### src/rtl/jtframe_dump_pkg.sv
`default_nettype none
// ============================================================================
//  Module      : jtframe_dump_pkg
//  Description : Shared types and constants for the frame-dump trigger:
//                the dump FSM state encoding, the counter width and a
//                saturating-increment helper used by both counters.
//  Revision    : 1.0  initial release
// ============================================================================
package jtframe_dump_pkg;

    // Width of the completed-frame and dumped-frame counters
    localparam int c_cnt_w = 32;

    // All-ones counter value; the counters stop here instead of wrapping
    localparam logic [c_cnt_w-1:0] c_cnt_max = {c_cnt_w{1'b1}};

    // Dump window FSM
    typedef enum logic [1:0] {
        ST_IDLE    = 2'd0,  // waiting to be armed
        ST_ARMED   = 2'd1,  // armed, waiting for the start frame
        ST_DUMPING = 2'd2,  // window open
        ST_DONE    = 2'd3   // window closed until the next reset
    } dump_state_t;

    // Increment that holds at the maximum value rather than rolling over
    function automatic logic [c_cnt_w-1:0] sat_inc(input logic [c_cnt_w-1:0] value);
        logic [c_cnt_w-1:0] result;
        result = (value == c_cnt_max) ? value : value + 1'b1;
        return result;
    endfunction

endpackage
`default_nettype wire

### src/rtl/jtframe_dump_edge.sv
`default_nettype none
// ============================================================================
//  Module      : jtframe_dump_edge
//  Description : Registered rise/fall detector. Keeps a one-cycle-delayed
//                copy of the input and flags the cycles where the current
//                value differs from it. The copy's reset value is chosen per
//                instance so that a signal sitting at its idle level after
//                reset produces no spurious edge.
//  Revision    : 1.0  initial release
// ============================================================================
module jtframe_dump_edge #(
    parameter logic RST_VAL = 1'b0
) (
    input  logic clk,
    input  logic rst,
    input  logic i_sig,
    output logic o_rise,
    output logic o_fall
);

    logic r_prev;

    // Delayed copy of the input, preset to the idle level on reset
    always_ff @(posedge clk) begin
        if (rst) begin
            r_prev <= RST_VAL;
        end else begin
            r_prev <= i_sig;
        end
    end

    assign o_rise = i_sig & ~r_prev;
    assign o_fall = ~i_sig & r_prev;

endmodule
`default_nettype wire

### src/rtl/jtframe_dump_trig.sv
`default_nettype none
// ============================================================================
//  Module      : jtframe_dump_trig
//  Description : Frame-dump window trigger. Counts completed frames (vs
//                falling edges), opens a dump window at a chosen frame,
//                optionally only after the ROM download finishes, and closes
//                it after a chosen number of frames or when a new download
//                begins.
//  Revision    : 1.0  initial release
// ============================================================================
module jtframe_dump_trig
    import jtframe_dump_pkg::*;
#(
    parameter int DUMP_START = 0,   // frame at which the window opens, 0 = at once
    parameter int DUMP_LEN   = 0,   // frames to dump, 0 = unlimited
    parameter int LOADROM    = 0    // 1 = arm only after the ROM download ends
) (
    input  logic                clk,
    input  logic                rst,
    input  logic                vs,
    input  logic                downloading,
    output logic [c_cnt_w-1:0]  frame_cnt,
    output logic                dump_en,
    output logic                dump_start,
    output logic                dump_stop,
    output logic                done
);

    localparam logic [c_cnt_w-1:0] c_start = c_cnt_w'(DUMP_START);
    localparam logic [c_cnt_w-1:0] c_len   = c_cnt_w'(DUMP_LEN);

    dump_state_t            r_state;
    dump_state_t            w_next;
    logic [c_cnt_w-1:0]     r_frame_cnt;
    logic [c_cnt_w-1:0]     r_dump_cnt;
    logic [c_cnt_w-1:0]     w_dump_inc;
    logic                   r_dump_start;
    logic                   r_dump_stop;
    logic                   w_vs_fall;
    logic                   w_vs_rise_unused;
    logic                   w_dl_rise;
    logic                   w_dl_fall;

    // vs idles high, so its delayed copy resets to 1: a frame ends on vs falling
    jtframe_dump_edge #(
        .RST_VAL (1'b1)
    ) u_vs_edge (
        .clk    (clk),
        .rst    (rst),
        .i_sig  (vs),
        .o_rise (w_vs_rise_unused),
        .o_fall (w_vs_fall)
    );

    // downloading idles low; rise = download start, fall = download end
    jtframe_dump_edge #(
        .RST_VAL (1'b0)
    ) u_dl_edge (
        .clk    (clk),
        .rst    (rst),
        .i_sig  (downloading),
        .o_rise (w_dl_rise),
        .o_fall (w_dl_fall)
    );

    assign w_dump_inc = sat_inc(r_dump_cnt);

    // Completed-frame counter: held at zero during a download, saturating otherwise
    always_ff @(posedge clk) begin
        if (rst) begin
            r_frame_cnt <= '0;
        end else if (downloading) begin
            r_frame_cnt <= '0;
        end else if (w_vs_fall) begin
            r_frame_cnt <= sat_inc(r_frame_cnt);
        end
    end

    // Dumped-frame counter: zero outside the window so it starts clean on entry
    always_ff @(posedge clk) begin
        if (rst) begin
            r_dump_cnt <= '0;
        end else if (r_state != ST_DUMPING) begin
            r_dump_cnt <= '0;
        end else if (w_vs_fall) begin
            r_dump_cnt <= w_dump_inc;
        end
    end

    // Next-state logic for the dump window
    always_comb begin
        w_next = r_state;
        case (r_state)
            ST_IDLE: begin
                if (LOADROM == 0) begin
                    w_next = ST_ARMED;
                end else if (w_dl_fall) begin
                    w_next = ST_ARMED;
                end
            end
            ST_ARMED: begin
                if (DUMP_START == 0) begin
                    w_next = ST_DUMPING;
                end else if (w_vs_fall && (r_frame_cnt == c_start)) begin
                    w_next = ST_DUMPING;
                end
            end
            ST_DUMPING: begin
                // A new download aborts the window and re-arms after it ends
                if ((LOADROM != 0) && w_dl_rise) begin
                    w_next = ST_IDLE;
                end else if ((DUMP_LEN != 0) && w_vs_fall && (w_dump_inc == c_len)) begin
                    w_next = ST_DONE;
                end
            end
            ST_DONE: begin
                w_next = ST_DONE;
            end
            default: begin
                w_next = ST_IDLE;
            end
        endcase
    end

    // State register plus start/stop pulses registered on the window transitions
    always_ff @(posedge clk) begin
        if (rst) begin
            r_state      <= ST_IDLE;
            r_dump_start <= 1'b0;
            r_dump_stop  <= 1'b0;
        end else begin
            r_state      <= w_next;
            r_dump_start <= (w_next == ST_DUMPING) && (r_state != ST_DUMPING);
            r_dump_stop  <= (r_state == ST_DUMPING) && (w_next != ST_DUMPING);
        end
    end

    assign frame_cnt  = r_frame_cnt;
    assign dump_en    = (r_state == ST_DUMPING);
    assign done       = (r_state == ST_DONE);
    assign dump_start = r_dump_start;
    assign dump_stop  = r_dump_stop;

endmodule
`default_nettype wire

### config.mk
export PLATFORM = sky130hd
export DESIGN_NAME = jtframe_dump_trig
export DESIGN_NICKNAME = d
export VERILOG_FILES = /design/src/rtl/jtframe_dump_pkg.sv /design/src/rtl/jtframe_dump_edge.sv /design/src/rtl/jtframe_dump_trig.sv
export SDC_FILE = /design/constraint.sdc
export NUM_CORES = 1
export LEC_CHECK = 0
export ABC_AREA = 1
export CORE_ASPECT_RATIO = 1.2
export CORE_MARGIN = 2
export CORE_UTILIZATION = 44
export CTS_CLUSTER_SIZE = 25
export DETAILED_ROUTE_END_ITERATION = 6
export PLACE_DENSITY = 0.7
export SLEW_MARGIN = 20
export SYNTH_ARGS = -nofsm -noshare
export SYNTH_HDL_FRONTEND = slang
export SYNTH_SLANG_ARGS = --single-unit
### constraint.sdc
create_clock -name clk -period 1.87 [get_ports clk]
set_input_delay 0.187 -clock clk [delete_from_list [all_inputs] [get_ports clk]]
set_output_delay 0.187 -clock clk [all_outputs]
set_load 0.02 [all_outputs]
==> results.cfg <==
[cts]
cts_made_buffers = 5
htree_num_levels = 2
cts_tree = built
clock_sinks = 37
clk_latency_ns = 0.30
path_clk_slew_ns = 0.08
root_buffer = clkbuf_8
cts.path.max_buffers = 2

[setup_path]
ff2ff_path_depth = 11
worstSetupStartpointType = register
r2r_start = frame_cnt[0]
reg2reg_to = frame_cnt[1]
ff2ff_setup_slack_ns = 0.22
worst-endpoint-required_ns = 1.68
worst-path-buf-inv = 2
slowest_delay_ns = 0.59
crit_arrival_ns = 1.48
critPathCaptureType = primary output
cp_top_family = buffers and inverters
cp_max_fo = 5
slowest_stage = clkdlybuf4s50_1
critPathKind = reg -> out
path_cells = buf_4, clkdlybuf4s50_1

[sta]
finalHoldViolations = 0
whs_ns = 0.511
maxSlewViolCount = 0
clock_skew_ns = 0.00628
clock.fmax_ghz = 0.599
tns_ns = 0
slew_headroom_pct = 79.1
tightest_slew_ns = 0.311
period_needed_ns = 1.67
setup_viol = 0
fin_crit_sh_pct = 89.2
rsz0062_at_grt = false

[route]
vias_per_cell = 5.22
wl_per_cell_um = 12.3
drc_errors = 0
wirelength_mm = 5.44
detail-route-antenna-nets = 0
drtIter0Drc = 159
vias = 2300
drtPass1Iterations = 4

[logic_synthesis]
synth-seq-area-share_pct = 34.6
ys_ff_latch = 37
synth_xor_area_share_pct = 0.410
synth_cell_types = 25
synth_nets = 345
synth_top_family_by_area = simple AND/OR/NAND/NOR gates
synth-simple-area-share_pct = 46.9
synth.area.mux_share_pct = 0
synthesis.area_per_instance_um2 = 6.36
synth_compound_area_share_pct = 6.73
syn-instance-count = 336
netlist_area_um2 = 2140
yosys.area_share.adder_pct = 2.93
synth_warnings = 0

[final_layout]
n_antenna_cell = 0
layout.nets = 391
mostFrequentLayoutCell = nand2_1
multi_input_area_um2 = 1220
final_cell_mix = 79 x nand2_1, 78 x nor2_1, 39 x clkdlybuf4s50_1
regArea_um2 = 743
fillers = 465
drive_above_1_share_pct = 10.7
syn2layout_area_growth_pct = 29.9

[global_routing]
gr-total-overflow = 0
antenna_found_initial = 0
grt_usage_pct = 22.5
grt_pass1_wl_mm = 9.38
grt_pass1_vias = 2133
grt_max_degree = 33

[power_and_ir_drop]
ir_drop_mv = 0.452
leakagePower_nw = 1.01
power_density_nw_per_um2 = 643

[hold_path]
min_from = frame_cnt[1]
hold_path_end = frame_cnt[1]
whs_path_depth = 2
min_path_type = reg -> reg

[die]
start_util_pct = 46.2
rows = 27
die_x_um = 67.6
io_pins = 40
die_y_um = 80.4
core_area_um2 = 4630
die-area_um2 = 5440

[run_status]
status = completed

[placement]
hpwl_mm = 4.02
io_buffer_count = 39
gp_congestion = 0.931

[run]
maxCapViolations = 0
synth_stat cells:
master	count	area share, %
nand2_2	3	0.88
nand3_1	31	7.3
and3_1	1	0.29
nor2_4	2	1.1
nor2_1	79	14
buf_2	6	1.4
a21boi_0	1	0.35
nand3b_1	2	0.70
inv_2	1	0.18
nand2_1	80	14
buf_4	1	0.35
xor2_1	1	0.41
inv_1	31	5.4
buf_6	2	1.1
ha_1	5	2.9
nand4_1	7	2.0
nand3_4	1	0.82
nor3_1	5	1.2
nor3b_1	1	0.35
or2_2	2	0.59
a31oi_1	1	0.29
a21oi_1	26	6.1
nand3_2	5	2.3
nor2_2	5	1.5
dfxtp_1	37	35
timing repair:
action / CTS / global route
resized for setup: 0 / 4
setup buffers: 0 / 0
hold buffers: 0 / 0
setup endpoints to repair: 0 / 10
logic make-up after synthesis:
| group | Yosys count |
|---|---|
| xor+xnor | 1 |
| simple gates | 224 |
| compound gates | 28 |
| buf+inv | 41 |
| fa+ha+maj | 5 |
| flops | 37 |
layout make-up:
type	count	area share, %
inverters	32	4.32
well taps	58	2.61
multi-input cells	258	44.1
flip-flops and latches	37	26.8
clock buffers	5	2.48
repair buffers	48	17.4
clock inverters	3	2.34
worst reg2reg max path, stage by stage, from the launching register on:
cell     delay, ns
dfxtp_2       0.37
ha_2          0.21
nand2_1       0.06
nor2_1        0.13
nand2_2       0.11
nor2_4        0.13
nand3_4       0.08
buf_12        0.17
nand2_1       0.10
inv_1         0.05
nor2_1        0.08
nor2_1        0.05
where the power goes:
| group | switching [mW] | total, mW | leakage [nW] | internal (mW) |
|---|---|---|---|---|
| Sequential | 0.0108 | 0.815 | 0.300 | 0.804 |
| Clock | 0.310 | 0.840 | 0.0681 | 0.530 |
| Combinational | 0.0703 | 0.131 | 0.637 | 0.0612 |
worst max-delay path by stage:
stage                        from  slack [ns]       endpoint  depth (start not counted)
finish              frame_cnt[17]        0.20  frame_cnt[17]                          2
global route         frame_cnt[0]        0.01  frame_cnt[22]                         10
CTS                  frame_cnt[0]        0.14   frame_cnt[1]                         11
detailed placement             vs        0.01  frame_cnt[31]                         10
global placement               vs        0.04  frame_cnt[27]                         10
floorplan            frame_cnt[0]        0.18  frame_cnt[14]                          9
metal layers:
metal,vias to the layer above,track usage [%],part of all wire (%),routed length (µm)
li1,1165,-,-,-
met1,1058,27.5,43,2340
met2,69,37.1,50,2740
met3,8,4.34,4.9,266
met4,0,10.6,1.9,101
met5,-,0,0,0
flip-flops by register name (all words and copies together), names as in the netlist:
name / cells
u_vs_edge.r_prev: 1
r_state: 2
dump_start: 1
dump_stop: 1
frame_cnt: 32
through the flow:
step	power (mW)	utilization, %	cell area [µm²]	cells	setup slack (ns)
2_1_floorplan	0.912	-	2140	336	0.184
3_3_place_gp	0.961	57.0	2640	433	0.0419
3_5_place_dp	0.967	57.0	2640	433	0.0114
4_1_cts	1.80	59.9	2770	441	0.135
5_1_grt	1.85	60.0	2780	441	0.0102
6_report	1.79	60.0	2780	441	0.201
No activity file was read; power rests on OpenSTA's default activity.
